<file path="config.mk">
export PLATFORM = sky130hd
export DESIGN_NAME = gpio_input_conditioner
export DESIGN_NICKNAME = d
export VERILOG_FILES = /design/src/rtl/gpio_input_conditioner.sv
export SDC_FILE = /design/constraint.sdc
export NUM_CORES = 1
export LEC_CHECK = 0
export BUFFER_PORTS_ARGS = -buffer_cell sky130_fd_sc_hd__buf_4
export CAP_MARGIN = 5
export CORE_UTILIZATION = 53
export DETAILED_ROUTE_END_ITERATION = 16
export GPL_TIMING_DRIVEN = 0
export HOLD_SLACK_MARGIN = 0.02
export PLACE_DENSITY = 0.76
export SKIP_CTS_REPAIR_TIMING = 1
export SYNTH_ARGS = -nofsm -noshare
export SYNTH_HDL_FRONTEND = slang
export SYNTH_SLANG_ARGS = --single-unit
</file>
<file path="constraint.sdc">
create_clock -name sys_clk -period 1.9 [get_ports sys_clk]
set_input_delay 0.095 -clock sys_clk [delete_from_list [all_inputs] [get_ports sys_clk]]
set_output_delay 0.095 -clock sys_clk [all_outputs]
set_load 0.03 [all_outputs]
</file>
<file path="src/rtl/gpio_input_conditioner.sv">
// Per-input synchroniser, debounce filter, edge pulses and sticky interrupt status.
// Define GPIO_COND_GLITCH_CNT_EN to build the aborted-transition counter on glitch_count.
module gpio_input_conditioner #(
  parameter int                    NUM_INPUTS      = 6,
  parameter int                    SYNC_STAGES     = 2,
  parameter int                    DEBOUNCE_CYCLES = 500000,
  parameter logic [NUM_INPUTS-1:0] RESET_VALUE     = '0
) (
  input  logic                  sys_clk,
  input  logic                  rst,
  input  logic [NUM_INPUTS-1:0] raw_in,
  output logic [NUM_INPUTS-1:0] clean_out,
  output logic [NUM_INPUTS-1:0] rise_pulse,
  output logic [NUM_INPUTS-1:0] fall_pulse,
  input  logic [NUM_INPUTS-1:0] irq_rise_en,
  input  logic [NUM_INPUTS-1:0] irq_fall_en,
  input  logic [NUM_INPUTS-1:0] irq_clear,
  output logic [NUM_INPUTS-1:0] irq_status,
  output logic                  interrupt,
  output logic [15:0]           glitch_count,
  input  logic                  glitch_clear
);

  localparam int              CNT_W   = $clog2(DEBOUNCE_CYCLES);
  localparam logic [CNT_W-1:0] CNT_MAX = CNT_W'(DEBOUNCE_CYCLES - 1);

  logic [NUM_INPUTS-1:0] sync_q [SYNC_STAGES];
  logic [NUM_INPUTS-1:0] sync_d [SYNC_STAGES];
  logic [NUM_INPUTS-1:0] sync_bits;
  logic [NUM_INPUTS-1:0] clean_q, clean_d;
  logic [NUM_INPUTS-1:0] rise_q, rise_d;
  logic [NUM_INPUTS-1:0] fall_q, fall_d;
  logic [NUM_INPUTS-1:0] irq_status_q, irq_status_d;
`ifdef GPIO_COND_GLITCH_CNT_EN
  logic [NUM_INPUTS-1:0] abort_bits;
`endif

  always_comb begin
    sync_d[0] = raw_in;
    for (int s = 1; s < SYNC_STAGES; s++) begin
      sync_d[s] = sync_q[s-1];
    end
  end

  always_ff @(posedge sys_clk) begin
    for (int s = 0; s < SYNC_STAGES; s++) begin
      if (rst) sync_q[s] <= RESET_VALUE;
      else     sync_q[s] <= sync_d[s];
    end
  end

  assign sync_bits = sync_q[SYNC_STAGES-1];

  genvar gi;
  generate
    for (gi = 0; gi < NUM_INPUTS; gi++) begin : g_bit
      logic [CNT_W-1:0] cnt_q, cnt_d;
      logic             clean_bit_d;

      // Counter only runs while the synchronised level disagrees with the accepted one.
      always_comb begin
        cnt_d       = '0;
        clean_bit_d = clean_q[gi];
        if (sync_bits[gi] != clean_q[gi]) begin
          if (cnt_q == CNT_MAX) clean_bit_d = sync_bits[gi];
          else                  cnt_d       = cnt_q + 1'b1;
        end
      end

      always_ff @(posedge sys_clk) begin
        if (rst) cnt_q <= '0;
        else     cnt_q <= cnt_d;
      end

      assign clean_d[gi] = clean_bit_d;
`ifdef GPIO_COND_GLITCH_CNT_EN
      assign abort_bits[gi] = (cnt_q != '0) && (sync_bits[gi] == clean_q[gi]);
`endif
    end
  endgenerate

  // A newly raised pending bit beats a clear strobe in the same cycle.
  always_comb begin
    rise_d       = clean_d & ~clean_q;
    fall_d       = ~clean_d & clean_q;
    irq_status_d = (irq_status_q & ~irq_clear) | (rise_q & irq_rise_en) | (fall_q & irq_fall_en);
  end

  always_ff @(posedge sys_clk) begin
    if (rst) begin
      clean_q      <= RESET_VALUE;
      rise_q       <= '0;
      fall_q       <= '0;
      irq_status_q <= '0;
    end else begin
      clean_q      <= clean_d;
      rise_q       <= rise_d;
      fall_q       <= fall_d;
      irq_status_q <= irq_status_d;
    end
  end

  assign clean_out  = clean_q;
  assign rise_pulse = rise_q;
  assign fall_pulse = fall_q;
  assign irq_status = irq_status_q;
  assign interrupt  = |irq_status_q;

`ifdef GPIO_COND_GLITCH_CNT_EN
  logic [15:0] glitch_count_q, glitch_count_d;

  always_comb begin
    glitch_count_d = glitch_count_q;
    if (glitch_clear)                                     glitch_count_d = '0;
    else if ((|abort_bits) && (glitch_count_q != 16'hFFFF)) glitch_count_d = glitch_count_q + 16'd1;
  end

  always_ff @(posedge sys_clk) begin
    if (rst) glitch_count_q <= '0;
    else     glitch_count_q <= glitch_count_d;
  end

  assign glitch_count = glitch_count_q;
`else
  logic unused_glitch_clear;
  assign unused_glitch_clear = glitch_clear;
  assign glitch_count        = '0;
`endif

endmodule

</file>
==> flow_results.org <==
** Status
- The flow ran to the end, but the final reports show violations.
- Failing checks :: negative setup slack

** Critical path
- Critical path class :: reg -> reg
- STA classifies the critical path endpoint as a flip-flop.
- Startpoint type of the worst setup path :: flip-flop
- Critical path, cell by cell :: or4_4, or4_4, o21bai_4, buf_6, nor2_2
- Max Fanout on Critical Path :: 5
- Critical register-to-register path startpoint :: g_bit[5].cnt_q[6]
- Max stage delay on crit path :: 590 ps
- The slowest stage of the critical path belongs to the cell or4_4.
- For the worst setup path, the data arrival time is 2340 ps.
- By instance count, the cell type seen most on the critical path is or4_4.
- In this run the register-to-register setup slack is -130 ps.
- Worst Path Required :: 2210 ps
- CP startpoint :: g_bit[5].cnt_q[6]
- The worst register-to-register path has a depth of 5.
- Worst Setup EP :: g_bit[5].cnt_q[14]
- Capture instance of the worst register-to-register path :: g_bit[5].cnt_q[14]

** Cells and area
- Diode count :: 0
- Area grow syn2layout :: 31.2%
- Final std cell area, no fill :: 8550 um2
- Fraction of layout instances using a drive strength above 1 :: 0.232
- The final layout contains 905 nets.

** Clocking
- The longest clock path from root to sink contains 2 buffers.
- After clock tree synthesis, the clock-pin slew on the worst setup and hold paths is 60 ps.
- The root buffer cell chosen for the clock tree is clkbuf_16.
- CTS tree :: done
- H-Tree Depth :: 4
- For the worst-skew pair, the clock arrives at the later sink with an insertion delay of 430 ps.
- The clock drives 150 sinks.
- Counting the buffers created by CTS gives 17.

** STA
- Final cycle utilization of the critical path :: 1.07
- Final-report setup violation count :: 31
- Final worst setup slack :: -129 ps
- Time the final worst path needs with I/O delays and setup :: 2030 ps
- The final number of max-transition violations is 0.
- The number of hold violations in the final report was 0.
- Measured slew at the worst slew-check pin :: 698 ps
- For this run, the top clock speed supported by timing is 493 MHz.
- Setup clock skew after layout :: 6.01 ps
- Hold slack final :: 65.3 ps
- Slew Limit Headroom :: 0.535
- Unrepaired setup endpoints after global routing :: true
- For the final routed database, the setup TNS stands at -1900 ps.

** Hold path
- Min-Delay Path Class :: in -> reg
- The startpoint identified for the worst hold timing path is rst.

** Global routing
- Final global-route overflow total :: 0
- Maximum number of pins on one net before global-route repair :: 17
- For this run, the total global-route usage over all layers was measured as 0.237.
- Number of global-route vias before repair :: 5233
- The number of antenna violations at the first check in global routing was 0.
- Wire length of the first global-routing pass :: 24.2 mm

** Power and ir drop
- The analysis attributes to cell leakage a power of 2.90 nW.
- Summing internal, switching and leakage power gives 7.18 mW.
- IR Drop Worst-Case VDD :: 0.000571 V
- For this design the ratio of total power to cell area is 839 nW/um2.

** Place
- Count of buffers inserted at the top-level ports :: 50
- Once placement finished, the instance area stood at 7150 um2.
- Routability congestion estimate :: 0.844
- The wire-length estimate of the detail-placed layout is 10.1 mm.
- Setup WS pre-CTS :: -419 ps

** Yosys
- Flip-flop and latch count after synthesis :: 150
- For this run, the register share of the synthesized area comes to 0.461.
- Ranked by instance count, the synthesized netlist is headed by dfxtp_1, nor2_1, nand3_1.
- After synthesis, the mean cell area works out to 8.83 um2.
- Count of cell types in the netlist :: 43
- The cell count after synthesis came out at 738.
- Yosys printed 0 warnings.
- The share of synthesized area in the top cell type comes to 0.461.
- The synthesized design contains 0 enable-type register cells.
- For this run, asynchronously set or reset flops after synthesis account for 0.
- Dominant cell type by area after synthesis :: dfxtp_1
- Cells taking the most area after synthesis :: dfxtp_1, nor2_1, xor2_1
- The cell area that synthesis handed to floorplanning was 6520 um2.
- Among all flip-flop cells after synthesis, the most frequent one is dfxtp_1.
- In the post-synthesis netlist, the cell with the most instances is dfxtp_1.

** Floorplanning
- The die is 113 um tall.
- 68 I/O pins were placed.
- In this run the standard cell core region covers 12000 um2.
- The die is 113 um wide.
- The die covers 12700 um2.
- Std-Cell Rows :: 40
- For this configuration, the core starts out at a cell density of 0.543.

** Detailed routing
- Before antenna repair, the detailed router went through 4 iterations.
- Vias per std cell :: 5.74
- In the routed design, unresolved DRC markers number 0.
- Average detailed-routed wire length per instance :: 15.9 um
- Count of nets left with antenna violations after detail routing :: 0
- The detailed router finished its first iteration with 373 violations.
- Across all layers, the routed design uses 5914 vias.
- The final layout contains routed wiring with a total length of 16.4 mm.

** Job
- Max Cap Viol :: 0
state kept, by name, indices dropped and copies added, names as in the netlist:
name / flops
fall_pulse: 6
irq_status: 6
sync_q: 12
rise_pulse: 6
clean_out: 6
g_bit.cnt_q: 114
critical path: cells and delay by family, from the launching register on:
family / cells / cell delay [ps]
simple gates: 3 / 1150
flops: 1 / 350
compound gates: 1 / 250
buf+inv: 1 / 170
final cells by class:
class | count | area [um2]
Inverter | 18 | 67.6
Multi-Input combinational cell | 552 | 3550
Clock inverter | 8 | 195
Fill cell | 865 | 3460
Timing Repair Buffer | 104 | 837
Sequential cell | 150 | 3050
Tap cell | 147 | 184
Clock buffer | 23 | 468
Buffer | 29 | 194
metal layers:
metal  vias to the layer above  wire length [um]  GRT usage
met1                      2837              6970      0.292
met3                        27               806     0.0514
met2                       175              8250      0.400
met5                         -                 0          0
met4                         0               317      0.104
li1                       2875                 -          -
where the power goes:
group	total (mW)	switching [mW]	internal (mW)
combinational	0.224	0.118	0.106
sequential	3.16	0.0110	3.15
clock	3.80	1.27	2.53
metrics by stage:
step | std cells | util
after CTS | 981 | 0.650
after floorplan | 753 | -
after global routing | 1031 | 0.712
after global placement | 950 | 0.595
final | 1031 | 0.712
after detailed placement | 950 | 0.595
cell families (layout without fill, tap and decap cells):
group           after synthesis  count (layout)  share of synthesized area
compound gates               83              84                     0.0766
xor+xnor                     75              75                      0.101
flops                       150             150                      0.461
fa+ha+maj                     6               6                     0.0115
other cells                   1              16                   0.000575
buf+inv                      52             182                     0.0413
simple gates                371             371                      0.309
worst min-delay path by stage:
stage,to,slack [ps],cells after the start
after global routing,g_bit[0].cnt_q[2],70,3
final,g_bit[0].cnt_q[4],70,3
after detailed placement,sync_q[0][2],310,2
after CTS,sync_q[0][2],-130,2
after global placement,sync_q[0][2],310,2
after floorplan,sync_q[0][0],220,1
placed cells by master (no fill, tap or decap), types with 6 or more instances in the layout:
master and n:
dfxtp_4 10, xnor2_1 36, buf_4 100, nand4_1 33
bufinv_16 6, nor3_1 20, and4_1 10, nand3_1 47
dlygate4sd3_1 18, or4_1 13, nor4_1 16, conb_1 16
and3_1 13, nor2_1 92, inv_1 18, or4_4 6
dfxtp_1 130, nor2b_1 12, a222oi_1 6, nand2_1 34
o21ai_0 20, and2_1 6, nor2_2 6, o31ai_1 10
or3_1 18, nand2b_1 13, a21oi_1 32, clkbuf_1 8
xor2_1 39, dfxtp_2 10, clkbuf_16 17
Note: power is estimated with default switching activity, not from simulation.
